==> src/rtl/pulse_gen_pkg.sv <==
// ============================================================================
//  Module      : pulse_gen_pkg
//  Description : Shared state encoding and default widths for pulse_train_gen.
//  Revision    : 1.0 - initial release
// ============================================================================
`default_nettype none

package pulse_gen_pkg;

    localparam int CNT_W_DEF = 32;
    localparam int NUM_W_DEF = 16;

    typedef enum logic [1:0] {
        IDLE = 2'd0,
        HIGH = 2'd1,
        LOW  = 2'd2,
        DONE = 2'd3
    } pulse_gen_state_t;

endpackage : pulse_gen_pkg

`default_nettype wire

==> src/rtl/pulse_rise_det.sv <==
// ============================================================================
//  Module      : pulse_rise_det
//  Description : Rising-edge strobe; previous value resets to 1 so a level
//                already high when reset releases is not seen as an edge.
//  Revision    : 1.0 - initial release
// ============================================================================
`default_nettype none

module pulse_rise_det (
    input  logic clk_i,
    input  logic reset_n_i,
    input  logic sig_i,
    output logic rise_o
);

    logic r_prev;

    always_ff @(posedge clk_i or negedge reset_n_i) begin
        if (!reset_n_i) begin
            r_prev <= 1'b1;
        end else begin
            r_prev <= sig_i;
        end
    end

    assign rise_o = sig_i & ~r_prev;

endmodule : pulse_rise_det

`default_nettype wire

==> src/rtl/pulse_train_gen.sv <==
// ============================================================================
//  Module      : pulse_train_gen
//  Description : Programmable pulse-train generator (width/period/count) with
//                stop, config rejection and done/err strobes.
//                Define PULSE_TRAIN_GEN_LED_EN to add the led_busy_n_o output.
//  Revision    : 1.0 - initial release
// ============================================================================
`default_nettype none

module pulse_train_gen
    import pulse_gen_pkg::*;
#(
    parameter int CNT_W = CNT_W_DEF,
    parameter int NUM_W = NUM_W_DEF
) (
    input  logic             clk_i,
    input  logic             reset_n_i,
    input  logic             start_i,
    input  logic             stop_i,
    input  logic [CNT_W-1:0] width_i,
    input  logic [CNT_W-1:0] period_i,
    input  logic [NUM_W-1:0] count_i,
`ifdef PULSE_TRAIN_GEN_LED_EN
    output logic             led_busy_n_o,
`endif
    output logic             pulse_o,
    output logic             busy_o,
    output logic             done_o,
    output logic             err_o
);

    localparam logic [CNT_W-1:0] c_cnt_one = CNT_W'(1);
    localparam logic [NUM_W-1:0] c_rem_one = NUM_W'(1);

    pulse_gen_state_t r_state, w_state;
    logic [CNT_W-1:0] r_width, w_width;
    logic [CNT_W-1:0] r_period, w_period;
    logic [CNT_W-1:0] r_cnt, w_cnt;
    logic [NUM_W-1:0] r_rem, w_rem;
    logic             r_cont, w_cont;
    logic             r_pulse, w_pulse;
    logic             r_busy, w_busy;
    logic             r_done, w_done;
    logic             r_err, w_err;
    logic             w_start;

    pulse_rise_det u_start_det (
        .clk_i     (clk_i),
        .reset_n_i (reset_n_i),
        .sig_i     (start_i),
        .rise_o    (w_start)
    );

    always_ff @(posedge clk_i or negedge reset_n_i) begin
        if (!reset_n_i) begin
            r_state  <= IDLE;
            r_width  <= '0;
            r_period <= '0;
            r_cnt    <= '0;
            r_rem    <= '0;
            r_cont   <= 1'b0;
            r_pulse  <= 1'b0;
            r_busy   <= 1'b0;
            r_done   <= 1'b0;
            r_err    <= 1'b0;
        end else begin
            r_state  <= w_state;
            r_width  <= w_width;
            r_period <= w_period;
            r_cnt    <= w_cnt;
            r_rem    <= w_rem;
            r_cont   <= w_cont;
            r_pulse  <= w_pulse;
            r_busy   <= w_busy;
            r_done   <= w_done;
            r_err    <= w_err;
        end
    end

    // r_cnt numbers the cycles of the current period from 1, so it never
    // exceeds r_period and cannot wrap even at the maximum legal period.
    always_comb begin
        w_state  = r_state;
        w_width  = r_width;
        w_period = r_period;
        w_cnt    = r_cnt;
        w_rem    = r_rem;
        w_cont   = r_cont;
        w_pulse  = 1'b0;
        w_busy   = 1'b0;
        w_done   = 1'b0;
        w_err    = 1'b0;
        case (r_state)
            IDLE: begin
                if (w_start && !stop_i) begin
                    if ((width_i == '0) || (width_i >= period_i)) begin
                        w_err = 1'b1;
                    end else begin
                        w_width  = width_i;
                        w_period = period_i;
                        w_rem    = count_i;
                        w_cont   = (count_i == '0);
                        w_cnt    = c_cnt_one;
                        w_state  = HIGH;
                        w_pulse  = 1'b1;
                        w_busy   = 1'b1;
                    end
                end
            end
            HIGH: begin
                if (stop_i) begin
                    w_state = DONE;
                    w_done  = 1'b1;
                end else begin
                    w_busy = 1'b1;
                    w_cnt  = r_cnt + c_cnt_one;
                    if (r_cnt >= r_width) begin
                        w_state = LOW;
                    end else begin
                        w_pulse = 1'b1;
                    end
                end
            end
            LOW: begin
                if (stop_i) begin
                    w_state = DONE;
                    w_done  = 1'b1;
                end else if (r_cnt >= r_period) begin
                    if (!r_cont) begin
                        w_rem = r_rem - c_rem_one;
                    end
                    if (r_cont || (r_rem != c_rem_one)) begin
                        w_state = HIGH;
                        w_cnt   = c_cnt_one;
                        w_pulse = 1'b1;
                        w_busy  = 1'b1;
                    end else begin
                        w_state = DONE;
                        w_done  = 1'b1;
                    end
                end else begin
                    w_busy = 1'b1;
                    w_cnt  = r_cnt + c_cnt_one;
                end
            end
            DONE: begin
                w_state = IDLE;
            end
            default: begin
                w_state = IDLE;
            end
        endcase
    end

    assign pulse_o = r_pulse;
    assign busy_o  = r_busy;
    assign done_o  = r_done;
    assign err_o   = r_err;

`ifdef PULSE_TRAIN_GEN_LED_EN
    logic r_led_n;

    always_ff @(posedge clk_i or negedge reset_n_i) begin
        if (!reset_n_i) begin
            r_led_n <= 1'b1;
        end else begin
            r_led_n <= ~w_busy;
        end
    end

    assign led_busy_n_o = r_led_n;
`endif

endmodule : pulse_train_gen

`default_nettype wire

==> config.mk <==
export PLATFORM = sky130hd
export DESIGN_NAME = pulse_train_gen
export DESIGN_NICKNAME = d
export VERILOG_FILES = /design/src/rtl/pulse_gen_pkg.sv /design/src/rtl/pulse_rise_det.sv /design/src/rtl/pulse_train_gen.sv
export SDC_FILE = /design/constraint.sdc
export NUM_CORES = 1
export LEC_CHECK = 0
export ABC_AREA = 0
export CORE_MARGIN = 2
export CORE_UTILIZATION = 45
export CTS_BUF_LIST = sky130_fd_sc_hd__clkbuf_4
export CTS_CLUSTER_SIZE = 12
export DETAILED_ROUTE_END_ITERATION = 12
export PLACE_DENSITY = 0.66
export SLEW_MARGIN = 0
export SYNTH_ARGS = -nofsm -noshare
export SYNTH_HDL_FRONTEND = slang
export SYNTH_SLANG_ARGS = --single-unit
==> constraint.sdc <==
create_clock -name clk_i -period 3.5 [get_ports clk_i]
set_input_delay 0.35 -clock clk_i [delete_from_list [all_inputs] [get_ports clk_i]]
set_output_delay 0.35 -clock clk_i [all_outputs]
set_load 0.005 [all_outputs]
Word-level counts from Yosys, hierarchy flattened
Index checks and enable logic that the tools add are counted. W data, S select, Z words.

Memories kept: 0. Bits of input ports: 84. Latch bits: 0. Memory bits (writable): 0. Memory bits (read-only): 0. Bits in registers: 120. Output and inout port bits: 4.

$add $sub $neg: 2. Reduce and logical (&&, ||, !) cells: 13. $lt $le $gt $ge: 3. Div/mod/pow operators: 0. Shifts and indexed selects: 0. Equality and inequality tests: 13. Muxes and demuxes: 41. Bitwise operators: 3. Multiply operators: 0.

Operators with widths (number): $mux W32 (6); $ge A32 B32 Y1 (3); $pmux W32 S3 (1); $mux W16 (5); $add A32 B1 Y32 const B (1); $logic_not A32 Y1 (1); $pmux W16 S2 (1); $mux W1 (17); $logic_not A16 Y1 (1); $ne A16 B1 Y1 const B (1); $sub A16 B1 Y16 const B (1); $mux W2 (7); $ne A2 B2 Y1 const B (6); $reduce_and A6 Y1 (2); $ne A3 B3 Y1 const B (3); $pmux W2 S4 (1); $pmux W1 S3 (2); $eq A2 B2 Y1 const B (2); $reduce_and A4 Y1 (1); $reduce_and A3 Y1 (1); $reduce_bool A3 Y1 (1); $eq A2 B1 Y1 const B (1); $logic_not A2 Y1 (1); $logic_or A1 B1 Y1 (2); other kinds (6) (7).

Depth between registers and ports, before layout
Gate-level depths: netlist of run 1.

Depth after elaboration: 6. Depth in mapped cells: 12. Mapped depth without buffers: 10.

Cells and area by module
A second synthesis of run 1 with hierarchy kept.

Cells, all modules: 915. Area, all modules: 8246.7 µm².

By module, submodules not included: pulse_train_gen (seq. area each 2977.9 µm², instances 1, cells each 913, area an instance 8206.6 µm²); pulse_rise_det (seq. area each 26.3 µm², instances 1, cells each 2, area an instance 40.0 µm²).

Worst setup path after synthesis of run 1
OpenSTA, ideal clock, no wires.

Path type: reg-to-reg. From: register r_cnt[0]. To: register r_cnt[22]. Data required time: 3.396 ns. Path buffers: 1. Clock period less this slack: 2.974 ns. Slack: 0.526 ns. Stages on the path, launching flop included: 12. Data arrival time: 2.871 ns. Cells stage by stage: dfrtp_1 -> inv_1 -> ha_1 -> nand2b_4 -> a2111oi_2 -> nor3_1 -> o311a_1 -> o21a_1 -> a2111o_1 -> nand2b_4 -> buf_6 -> o41ai_2.

Word-level cells in the longest chain between the ends: 4. Elaborated cells on any way between the ends: 8. Those cells by class: add/sub (1); order compare (1); eq/ne (1); mux (4); reduce/logical (1).

RTL lines: from (decl) (RTL line pulse_train_gen.sv:38) `logic [CNT_W-1:0] r_cnt, w_cnt;`; from (signal assigned) (RTL line pulse_train_gen.sv:70) `r_cnt <= w_cnt;`; $add A32 B1 Y32 or $ge A32 B32 Y1 (tied branches) (RTL line pulse_train_gen.sv:116, pulse_train_gen.sv:143, pulse_train_gen.sv:128); $mux W32 (RTL line pulse_train_gen.sv:128) `end else if (r_cnt >= r_period) begin`; $mux W32 (RTL line pulse_train_gen.sv:125) `if (stop_i) begin`; $pmux W32 S3 (RTL line pulse_train_gen.sv:93) `case (r_state)`.

Parallel ways exist; a longest one is shown, timed or not. The select of a mux whose other input is x is not followed. A chain may end at the register's enable or synchronous reset.

Worst setup path in the final report of run 1
From: register r_cnt[18]. To: register r_cnt[6].

Word-level cells in the longest chain between the ends: 4. Elaborated cells on any way between the ends: 6. Those cells by class: order compare (1); eq/ne (1); mux (3); reduce/logical (1).

RTL lines (RTL line): $ge A32 B32 Y1 * (pulse_train_gen.sv:128); $mux W32 (pulse_train_gen.sv:128); $mux W32 (pulse_train_gen.sv:125); $pmux W32 S3 (pulse_train_gen.sv:93).

Mark *: on every way between the ends. The rest lies on a longest branch, timed or not. The select of a mux whose other input is x is not followed.

==> results of run 1 <==
how the worst min path moves through the flow:
stage               startpoint                  to  slack [ps]  cells after the start
floorplan            reset_n_i              busy_o          50                      0
finish                 start_i  u_start_det.r_prev         240                      1
global placement     reset_n_i        r_period[16]         350                      1
global route           start_i  u_start_det.r_prev         210                      1
detailed placement   reset_n_i         r_period[1]         350                      1
CTS                    start_i  u_start_det.r_prev         200                      1
registers in the layout, indices dropped and copies added, names as in the netlist:
name / flops
busy_o: 1
done_o: 1
err_o: 1
pulse_o: 1
r_cnt: 32
r_cont: 1
r_period: 32
r_rem: 16
r_state: 2
r_width: 32
u_start_det.r_prev: 1
power breakdown:
group,leakage [nW],switching (W),internal [W]
registers,1.45,0.000230,0.00189
clock network,0.145,0.000510,0.000453
logic,3.20,0.00153,0.00123
total,4.80,0.00227,0.00358
per-stage QoR:
step | std cells | instance area (sq um) | setup slack [ps]
after floorplan | 912 | 7930 | 526
after global placement | 1273 | 9670 | -175
after detailed placement | 1273 | 9670 | -243
after CTS | 1303 | 9930 | 222
after global routing | 1304 | 9940 | 38.5
final | 1304 | 9940 | 246
per-layer routing:
layer	GRT usage (%)	vias to the layer above	wire, microns
met1	31.5	3341	9760
met4	8.62	0	539
met3	5.07	29	1010
met2	36.1	162	9220
li1	-	3590	-
met5	0	-	0
placed cells by master (no fill, tap or decap), types with 3 or more instances in the layout:
| master | netlist | layout |
|---|---|---|
| ha_1 | 104 | 104 |
| o22ai_1 | 3 | 3 |
| o22a_1 | 14 | 14 |
| a41oi_1 | 4 | 4 |
| o211ai_1 | 5 | 5 |
| clkdlybuf4s50_1 | 0 | 86 |
| clkbuf_4 | 0 | 23 |
| or3_1 | 4 | 4 |
| buf_4 | 0 | 74 |
| a21oi_1 | 35 | 35 |
| o31a_1 | 3 | 3 |
| o41ai_1 | 6 | 5 |
| and4_1 | 5 | 5 |
| and3_1 | 11 | 11 |
| a31oi_1 | 15 | 15 |
| and2_1 | 12 | 12 |
| mux2i_1 | 4 | 4 |
| o2111ai_1 | 3 | 3 |
| o41ai_2 | 2 | 3 |
| nor3_1 | 16 | 16 |
| a211oi_1 | 7 | 7 |
| o31ai_1 | 19 | 19 |
| a21o_1 | 15 | 15 |
| nand4_1 | 19 | 19 |
| nand3_1 | 23 | 23 |
| buf_12 | 0 | 8 |
| nor4_1 | 18 | 17 |
| nand2_1 | 102 | 102 |
| inv_1 | 112 | 112 |
| dfrtp_1 | 119 | 119 |
| nand2b_1 | 5 | 5 |
| o21a_1 | 6 | 6 |
| nor2_1 | 44 | 44 |
| o21ai_0 | 115 | 115 |
| a211o_1 | 3 | 3 |
worst max-delay path: cells and delay by family (launching register included):
family | cells | cell delay (ps)
DFF | 1 | 460
buffers and inverters | 1 | 180
adders and majority gates | 1 | 300
AOI/OAI and AO/OA | 6 | 1870
and+or+nand+nor | 2 | 360
what timing repair did:
action,CTS,global route
endpoints found under the hold margin,36,0
hold buffers,1,0
gates resized for setup,0,1
endpoints found under the setup margin,0,1
cells by family after synthesis:
logic type	after synthesis	share of synthesized area, %
flops	120	37.9
buf+inv	144	6.93
fa+ha+maj	104	16.4
mux	6	0.789
compound gates	271	21.8
simple gates	267	16.2
layout make-up:
| class | instances | area share (%) |
|---|---|---|
| multi-input cells | 648 | 44.2 |
| flip-flops and latches | 120 | 30.2 |
| repair buffers | 169 | 16.0 |
| inverters | 112 | 4.23 |
| well taps | 225 | 2.83 |
| clock buffers | 23 | 1.74 |
| clock inverters | 6 | 0.781 |
| diodes | 1 | 0.0252 |
==> key figures, run 1 <==
Run status
  • Run status: finished, final reports clean

STA
  • Final hold vios: 0
  • Setup Skew: 17.8 ps
  • Period utilization: 93.0%
  • Fin Setup TNS: 0 ps
  • Fin crit period: 3250 ps
  • Max frequency: 307 MHz
  • Least-Margin Pin Slew: 587 ps
  • Slew Viols, Final: 0
  • Final setup fails: 0
  • Hold_ws: 244 ps
  • Normalized max-slew margin: 60.5%
  • RSZ-0062 raised after global routing: false

CTS
  • H-tree depth: 4
  • Clk slew on worst S/H paths: 100 ps
  • CTS sink cnt: 120
  • Clock root cell: clkbuf_4
  • Post-CTS setup buffer count: 0
  • CTS Buf Count: 17
  • Clock Path Buffers: 2
  • CTS tree: built
  • Worst-Skew Late Latency: 550 ps

Global route
  • First-pass GRT wire length: 33800 microns
  • Global-route usage over all layers: 23.1%
  • Largest net degree at the start of global routing: 85
  • Vias in the first global route: 6865
  • Gr ovfl total: 0
  • Initial antenna violation count: 1

Logic synthesis
  • Library cells used by synthesis: 56
  • Synth top area share: 37.5%
  • Synth async-reset ratio: 100%
  • Yosys Warn Count: 0
  • Register area share after synthesis: 37.9%
  • Syn Area/Cell: 8.70 sq um
  • Syn Nets: 1100
  • Number of synthesized flops with an enable pin: 0
  • Post-synthesis cell count: 912
  • Leading area contributor after synthesis: dfrtp_1
  • Synth Flop Type: dfrtp_1
  • Ranking of synthesized cells by area: dfrtp_1 38%, ha_1 16%, o21ai_0 7.3%
  • Syn Std Cell Area: 0.00793 sq mm
  • Flop and latch count out of synthesis: 120
  • Commonest cells in the netlist: 119 x dfrtp_1, 115 x o21ai_0, 112 x inv_1
  • Most frequent cell after synthesis: dfrtp_1

Setup path
  • R2r setup slk: 250 ps
  • Worst setup path endpoint: r_cnt[6]
  • Worst EP arrival: 3700 ps
  • Worst Path Class, Setup: reg2reg
  • Maximum fanout along the worst path: 6
  • Worst r2r dst: r_cnt[6]
  • Worst path slowest cell: dfrtp_1
  • Reg2reg start: r_cnt[18]
  • WP data required: 3950 ps
  • CP startpoint: r_cnt[18]
  • CP max stage delay: 460 ps
  • Crit-path cells: ha_1, and2_0, a221o_1, a221oi_1, o211ai_1, o21a_1, a2111o_1, nand2b_4, buf_4, o41ai_2
  • Crit start category: flip-flop
  • R2R depth: 10
  • Critical path endpoint category: flip-flop

Detailed routing
  • # DRC: 0
  • Routed WL per cell: 15.7 microns
  • Via count: 7122
  • Pre-antenna DRT Iters: 5
  • DR iter-0 viols: 404
  • DR vias/cell: 5.46
  • WL final: 20500 microns
  • Antenna Nets Post-Route: 0

Power
  • Leak: 4.80 nW
  • Pwr Density: 588 mW/mm^2
  • Total power: 0.00585 W
  • Worst VDD drop: 0.353 mV

Floorplanning
  • I/O pin total: 88
  • Core area: 0.0172 sq mm
  • Die H: 137 microns
  • Die Width: 137 microns
  • Die ar.: 0.0187 sq mm
  • FP Rows: 48
  • Initial core utilization: 46.0%

Final layout
  • Fraction of layout cells with a size suffix above 1: 11.3%
  • Multi-input gate area: 0.00439 sq mm
  • Layout area overhead: 25.3%
  • Nets@finish: 1256
  • Register area: 0.00300 sq mm
  • Filler cells: 1600
  • Core Util, Final: 57.7%

Placement
  • Hpwl dp: 15900 microns
  • I/O Buffers: 87
  • GP Congestion: 0.828

Min path
  • Worst Hold Class: in2reg

Run
  • Max_cap viols: 0
Power figures use the tool's default switching activity.
==> run 2, diff against run 1 <==
--- a/config.mk
+++ b/config.mk
@@ -9,3 +9,3 @@
 export CORE_MARGIN = 2
-export CORE_UTILIZATION = 45
+export CORE_UTILIZATION = 55
 export CTS_BUF_LIST = sky130_fd_sc_hd__clkbuf_4
@@ -13,3 +13,3 @@
 export DETAILED_ROUTE_END_ITERATION = 12
-export PLACE_DENSITY = 0.66
+export PLACE_DENSITY = 0.78
 export SLEW_MARGIN = 0
--- a/constraint.sdc
+++ b/constraint.sdc
@@ -3,2 +3,2 @@
 set_output_delay 0.35 -clock clk_i [all_outputs]
-set_load 0.005 [all_outputs]
+set_load 0.02 [all_outputs]
==> key figures, run 2 (synthesis results as in run 1) <==
Run status
  • Run status: finished, final reports clean

Detailed routing
  • Pre-antenna DRT Iters: 5 (unchanged)
  • Via count: 7135 (+0.18%)
  • DR iter-0 viols: 481 (+19%)
  • # DRC: 0 (unchanged)
  • WL final: 20300 microns (-0.96%)
  • Antenna Nets Post-Route: 0 (unchanged)
  • Routed WL per cell: 16.3 microns (+3.6%)
  • DR vias/cell: 5.72 (+4.8%)

CTS
  • Worst-Skew Late Latency: 540 ps (about the same)
  • Clock root cell: clkbuf_4
  • Clk slew on worst S/H paths: 100 ps (about the same)
  • CTS Buf Count: 17 (unchanged)
  • H-tree depth: 4 (unchanged)
  • Post-CTS setup buffer count: 0 (unchanged)
  • Clock Path Buffers: 2 (unchanged)
  • CTS sink cnt: 120 (unchanged)
  • CTS tree: built

Power
  • Comb power frac: 46.6% (-0.6 points)
  • Sequential share of power: 36.0% (-0.3 points)
  • Cell Int Power: 0.00361 W (+0.89%)
  • Switching part of the total: 38.9% (+0.14 points)
  • Pwr Density: 604 mW/mm^2 (+2.7%)
  • Part of the power in the clock network: 17.4% (+0.9 points)
  • Leak: 4.72 nW (-1.6%)
  • Worst VDD drop: 0.494 mV (+40%)
  • Switching power: 0.00230 W (+1.5%)

Final layout
  • Most common cell after layout, fill and taps aside: dfrtp_1
  • Layout area overhead: 23.4%
  • Nets@finish: 1241 (-1.2%)
  • Largest regs: r_cnt x32, r_period x32, r_width x32
  • Fraction of layout cells with a size suffix above 1: 10.1% (-1.2 points)
  • Post-route cell area: 0.00979 sq mm (-1.5%)
  • Register area: 0.00300 sq mm (unchanged)
  • Most frequent cells in the layout: 119 x dfrtp_1, 114 x o21ai_0, 112 x inv_1
  • Multi-input gate area: 0.00439 sq mm (about the same)
  • Filler cells: 1114 (-30%)

Setup path
  • Worst EP arrival: 3810 ps (+110 ps)
  • Worst Path Class, Setup: in2reg
  • Critical path endpoint category: flip-flop
  • R2r setup slk: 220 ps (-30 ps)
  • Crit start category: input port
  • WP data required: 3920 ps (-30 ps)
  • Maximum fanout along the worst path: 10 (+4)

Floorplanning
  • FP Rows: 43 (-10%)
  • Die Width: 124 microns (-9.3%)
  • Die ar.: 0.0154 sq mm (-18%)
  • I/O pin total: 88 (unchanged)
  • Die H: 124 microns (-9.3%)
  • Core area: 0.0140 sq mm (-19%)
  • Initial core utilization: 56.7% (+11 points)

Run
  • Max_cap viols: 0 (unchanged)

STA
  • Fin Setup TNS: 0 ps (unchanged)
  • Normalized max-slew margin: 49.8% (-11 points)
  • RSZ-0062 raised after global routing: false
  • Least-Margin Pin Slew: 753 ps (+165 ps)
  • Final hold vios: 0 (unchanged)
  • Hold_ws: 240 ps (-4.45 ps)
  • Max frequency: 295 MHz (-4.1%)
  • Slew Viols, Final: 0 (unchanged)
  • Fin crit period: 3390 ps (+138 ps)
  • PnR worst setup slack: 109 ps (-138 ps)
  • Final setup fails: 0 (unchanged)
  • Setup Skew: 25.2 ps (+7.42 ps)
  • Period utilization: 96.9% (+3.9 points)

Global route
  • Global-route usage over all layers: 28.0% (+4.9 points)
  • Gr ovfl total: 0 (unchanged)
  • Vias in the first global route: 6974 (+1.6%)
  • Largest net degree at the start of global routing: 58 (-32%)
  • Initial antenna violation count: 1 (unchanged)
  • First-pass GRT wire length: 33200 microns (-1.8%)

Placement
  • GP Congestion: 0.892 (+7.6%)
  • I/O Buffers: 87 (unchanged)
  • Hpwl dp: 15700 microns (-1.1%)
  • Worst slack at placement: -871 ps (-628 ps)
  • Area post-placement: 0.00949 sq mm (-1.9%)

Min path
  • Worst Hold Class: in2reg
[run 2: worst paths after layout]
check / cells past startpoint / end / start
worst max-delay path: 13 / r_cnt[15] / period_i[19]
worst min-delay path: 1 / u_start_det.r_prev / start_i
worst max register to register: 11 / r_cnt[15] / r_cnt[0]
worst min register to register: 2 / r_rem[1] / r_rem[1]
max in group asynchronous: 3 / u_start_det.r_prev / reset_n_i
min in group asynchronous: 2 / r_width[15] / reset_n_i
[run 2: final cells by class]
cell class,instances,area share [%]
diodes,1,0.0256
multi-input cells,648,44.9
flip-flops and latches,120,30.7
well taps,180,2.30
inverters,112,4.30
repair buffers,154,14.9
clock inverters,12,1.36
clock buffers,20,1.53
[run 2: per-stage QoR]
step                      power, W  utilization, %  cells
final                      0.00591            70.0   1247
after global routing       0.00641            70.0   1247
after CTS                  0.00592            69.9   1246
after floorplan            0.00389               -    912
after global placement     0.00476            67.8   1213
after detailed placement   0.00488            67.8   1213
[run 2: repair_timing]
action / in CTS / in global routing
hold endpoints to repair: 54 / 0
hold buffers: 1 / 0
setup endpoints to repair: 44 / 2
gates resized for setup: 1 / 1
pin swaps: 1 / 1
[run 2: power by group through the flow]
stage	logic (W)	registers (W)	clock network (W)
2_1_floorplan	0.00178	0.00212	0
3_3_place_gp	0.00262	0.00214	0
3_5_place_dp	0.00272	0.00215	0
4_1_cts	0.00275	0.00213	0.00104
5_1_grt	0.00311	0.00219	0.00111
6_report	0.00276	0.00213	0.00103
[run 2: worst max-delay path: stages]
cell and delay, ps:
clkdlybuf4s50_1 510, inv_1 60, ha_1 290, a21oi_1 150, o21ai_1 240, nor4_2 550
o22ai_1 130, buf_4 150, o31a_1 330, a2111o_1 370, nand2b_4 200, buf_12 160
o41ai_1 310
[run 2: metal layers]
layer	global-route usage (%)	up-vias	part of all wire, %
met5	0	-	0
met4	12.4	0	3.7
met3	6.23	35	5.7
met2	44.8	208	46
met1	36.4	3332	44
li1	-	3560	-
==> RTL change 1: new RTL, settings of run 1 <==
Re-encode `pulse_gen_state_t` (4 states) as one-hot, 4 bits wide.
--- a/src/rtl/pulse_gen_pkg.sv
+++ b/src/rtl/pulse_gen_pkg.sv
@@ -10,11 +10,11 @@
     localparam int CNT_W_DEF = 32;
     localparam int NUM_W_DEF = 16;
 
-    typedef enum logic [1:0] {
-        IDLE = 2'd0,
-        HIGH = 2'd1,
-        LOW  = 2'd2,
-        DONE = 2'd3
+    typedef enum logic [3:0] {
+        IDLE = 4'b0001,
+        HIGH = 4'b0010,
+        LOW  = 4'b0100,
+        DONE = 4'b1000
     } pulse_gen_state_t;
 
 endpackage : pulse_gen_pkg
Formal check against the unedited RTL: no difference found for any inputs over 4 cycles, from zero or initial values and one cycle with reset_n_i low; so few cycles prove little.
==> RTL change 1 against run 1 <==
  * Non-clock buffer count fell by 48
  * Highest routed layer unchanged
  * Die area rose by 1.3%
  * Sequential cell count rose by 2
  * Synthesized area rose by 1.3%
  * Critical path type unchanged
  * Count of clock-buffer cells in the layout fell by 4
  * Routed wire length rose by 2.9%
  * Design area fell by 4.1%
  * Worst setup slack improved by 32 ps
  * Final cell count fell by 4.1%
Power is not compared: it rests on default switching activity, and its combinational part moved more than twofold at a synthesized area within 25%.
==> RTL change 1: results <==
synthesis:
  synth-edff-count: 0
  async_reset_ff_frac: 1.000
  synth.avg_cell_area_um2: 8.870
  yosysSeqAreaShare: 0.3802
  synth_compound_area_frac: 0.1910
  synth_fp_nets: 1089
  netlist-cell-type-count: 59
  synthTopCellsByArea: "dfrtp_1, ha_1, o21ai_0"
  synthAdderAreaFrac: 0.1541
  synthMuxAreaShare: 0.005293
  netlist_top_cells_count: "dfrtp_1, inv_1, ha_1"
cells_and_area:
  signal_buffers: 121
  final-clk-cell-share: 0.02113
  fillers: 1620
  buffer_area_frac: 0.1221
  instances_no_fill: 1250
  nets: 1196
  drive_above_1_share: 0.08301
  comb.multi_input.count: 647
  seq_area_mm2: 0.003055
  inverters: 104
  fin_area_mm2: 0.009533
  multi_input_area_share: 0.4653
  antenna_cells_inserted: 1
  nClkBuffers: 19
global_routing:
  grt_pass1_wl_mm: 34.80
  grt_max_degree: 61
  grt_pass1_vias: 6843
  track_usage: 0.2372
setup_path:
  cpPeakStageDelay_ps: 520
  crit_fanout: 12
  rr_startpoint: "r_cnt[0]"
  cpMaxStageDelayCell: "o41a_1"
  rrSetupSlack_ps: 280
  arrival_ps: 3720
  r2r_end: "r_cnt[27]"
placement:
  dp_hpwl_mm: 15.98
  portBuffers: 87
  gp_congestion: 0.8325
  place_area_mm2: 0.009313
route:
  dr_wl_met3_um: 849
  first_iter_violations: 418
  met1Wirelength_mm: 9.839
  viasPerCell: 5.631
  top_layer: "met4"
  drt-total-wl_mm: 21.13
  drt_first_pass_iters: 5
  route.met2.wl_mm: 10.07
clock_tree:
  clockBufferDepth: 2
  path_clk_slew_ps: 120
  h-tree-depth: 4
  cts.sinks: 122
  root_buffer: "clkbuf_4"
timing:
  fin_skew_ps: 21.77
  worst_slew_pin_slew_ps: 828.6
power_and_ir_drop:
  p_leak_nw: 4.713
run_status:
  outcome: "finished clean"
## RTL change 1: report_power, final
part | switching (mW) | internal [mW]
combinational | 0.607 | 0.477
sequential | 0.144 | 1.70
clock | 0.528 | 0.273
## RTL change 1: metal layers
metal | vias to the layer above | GRT usage
met4 | 0 | 0.06300
met5 | - | 0
li1 | 3509 | -
met2 | 157 | 0.3958
met3 | 22 | 0.04010
met1 | 3351 | 0.3192
## RTL change 1: worst min path at each step
stage / start / endpoint / slack (ps)
2_1_floorplan: reset_n_i / busy_o / 50
3_3_place_gp: reset_n_i / r_period[28] / 300
3_5_place_dp: reset_n_i / r_period[28] / 300
4_1_cts: start_i / u_start_det.r_prev / 210
5_1_grt: start_i / u_start_det.r_prev / 210
6_report: start_i / u_start_det.r_prev / 240
## RTL change 1: per-stage QoR
step | hold slack [ps] | setup WS [ps]
global route | 207.7 | 3.942
floorplan | 54.41 | 831.2
finish | 235.1 | 278.4
detailed placement | 299.4 | -371.7
global placement | 295.8 | -441.5
CTS | 210.4 | 217.1
==> RTL change 2: new RTL, settings of run 1 <==
Without the edit above. Set the package constant `CNT_W_DEF` to 64 (it was 32).
--- a/src/rtl/pulse_gen_pkg.sv
+++ b/src/rtl/pulse_gen_pkg.sv
@@ -7,7 +7,7 @@
 
 package pulse_gen_pkg;
 
-    localparam int CNT_W_DEF = 32;
+    localparam int CNT_W_DEF = 64;
     localparam int NUM_W_DEF = 16;
 
     typedef enum logic [1:0] {
Interface: changed (resized period_i and width_i); port bits go from 88 to 152. No check against the original RTL was run, so the function may have changed too.
==> RTL change 2 against run 1 <==
  * The run now ends with negative setup slack left
  * Fmax is 8.9% lower
  * Worst setup slack worse by 320 ps
  * Power is 97% higher
  * Design area is 100% higher
  * Routed wire length is 100% higher
  * Sequential share of layout area is 3.1 points lower
  * Sequential power is 83% higher
  * Worst hold slack worse by 160 ps
  * Synthesized area is 84% higher
  * Sequential cell count is 96 higher
  * Critical path type unchanged
  * Largest cell class unchanged
==> RTL change 2: results <==
timing:
  layout_setup_ws_ps: -69.80
  fin_skew_ps: 41.76
  setup_violations: 13
placement:
  pre_cts_slack_ps: -591.8
  portBuffers: 151
  place_inst: 2392
  dp_hpwl_mm: 31.32
  gp_congestion: 0.8782
route:
  met1Wirelength_mm: 18.80
  route.met2.wl_mm: 19.59
  dr_wl_met3_mm: 2.193
  vias: 13817
  routedWlPerCell_um: 16.60
  drt-total-wl_mm: 41.79
  first_iter_violations: 723
cells_and_area:
  seq_share: 0.2711
  drive_above_1_share: 0.2365
  inverters: 206
  buffer_area_frac: 0.1836
  final-clk-cell-share: 0.04153
  signal_buffers: 409
  nClkBuffers: 94
  largest_registers: "r_cnt (64), r_period (64), r_width (64)"
  multi_input_area_share: 0.4396
  nets: 2413
  fillers: 2707
global_routing:
  grt_pass1_wl_mm: 67.05
  grt_max_degree: 79
  met1_usage: 0.3239
  grt_pass1_vias: 13835
synthesis:
  synth_top_area_share: 0.3692
  yosysSeqAreaShare: 0.3710
  synth_fp_nets: 1994
  netlist_top_cells_count: "dfrtp_1, inv_1, ha_1"
  netlist-cell-type-count: 60
setup_path:
  crit_path_end: "r_cnt[60]"
  arrival_ps: 4160
  cpMaxStageDelayCell: "or4bb_4"
  crit_fanout: 8
clock_tree:
  cts_setup_buffers: 4
  clockBufferDepth: 3
  cts_buffers: 61
  cts.sinks: 216
  path_clk_slew_ps: 60
  h-tree-depth: 2
  cts-resized-gates: 37
  clock_latency_ps: 720
run_status:
  violations: "negative setup slack"
  outcome: "finished with violations"
power_and_ir_drop:
  p_leak_nw: 9.829
RTL change 2: cell count changes after synthesis, moves of 25 or more:
cell / delta
nand4_1: +28
nand2_1: +47
dfrtp_1: +96
mux2_2: +62
nand3_1: +25
ha_1: +96
a21oi_1: +45
o21ai_0: +63
nor3_1: +30
inv_1: +93
nor2_1: +47
RTL change 2: per-stage QoR:
step	hold slack, ps	cell area [um2]
6_report	80.09	19940
5_1_grt	26.75	19940
4_1_cts	3.348	19490
3_5_place_dp	427.2	18350
3_3_place_gp	425.1	18350
2_1_floorplan	54.41	14570
RTL change 2: power breakdown:
group          switching, mW  leakage (nW)  internal [mW]
registers              0.552          2.80           3.34
logic                   2.87          6.54           2.30
clock network           1.12         0.493           1.36
total                   4.54          9.83           7.00
RTL change 2: logic make-up after synthesis:
kind of cell,count (synthesis),synth area share
buffers and inverters,259,0.06766
AO/OA/AOI/OAI,389,0.1612
adder cells (fa/ha/maj),200,0.1717
AND/OR/NAND/NOR,507,0.1714
flip-flops,216,0.3710
multiplexers,75,0.05702
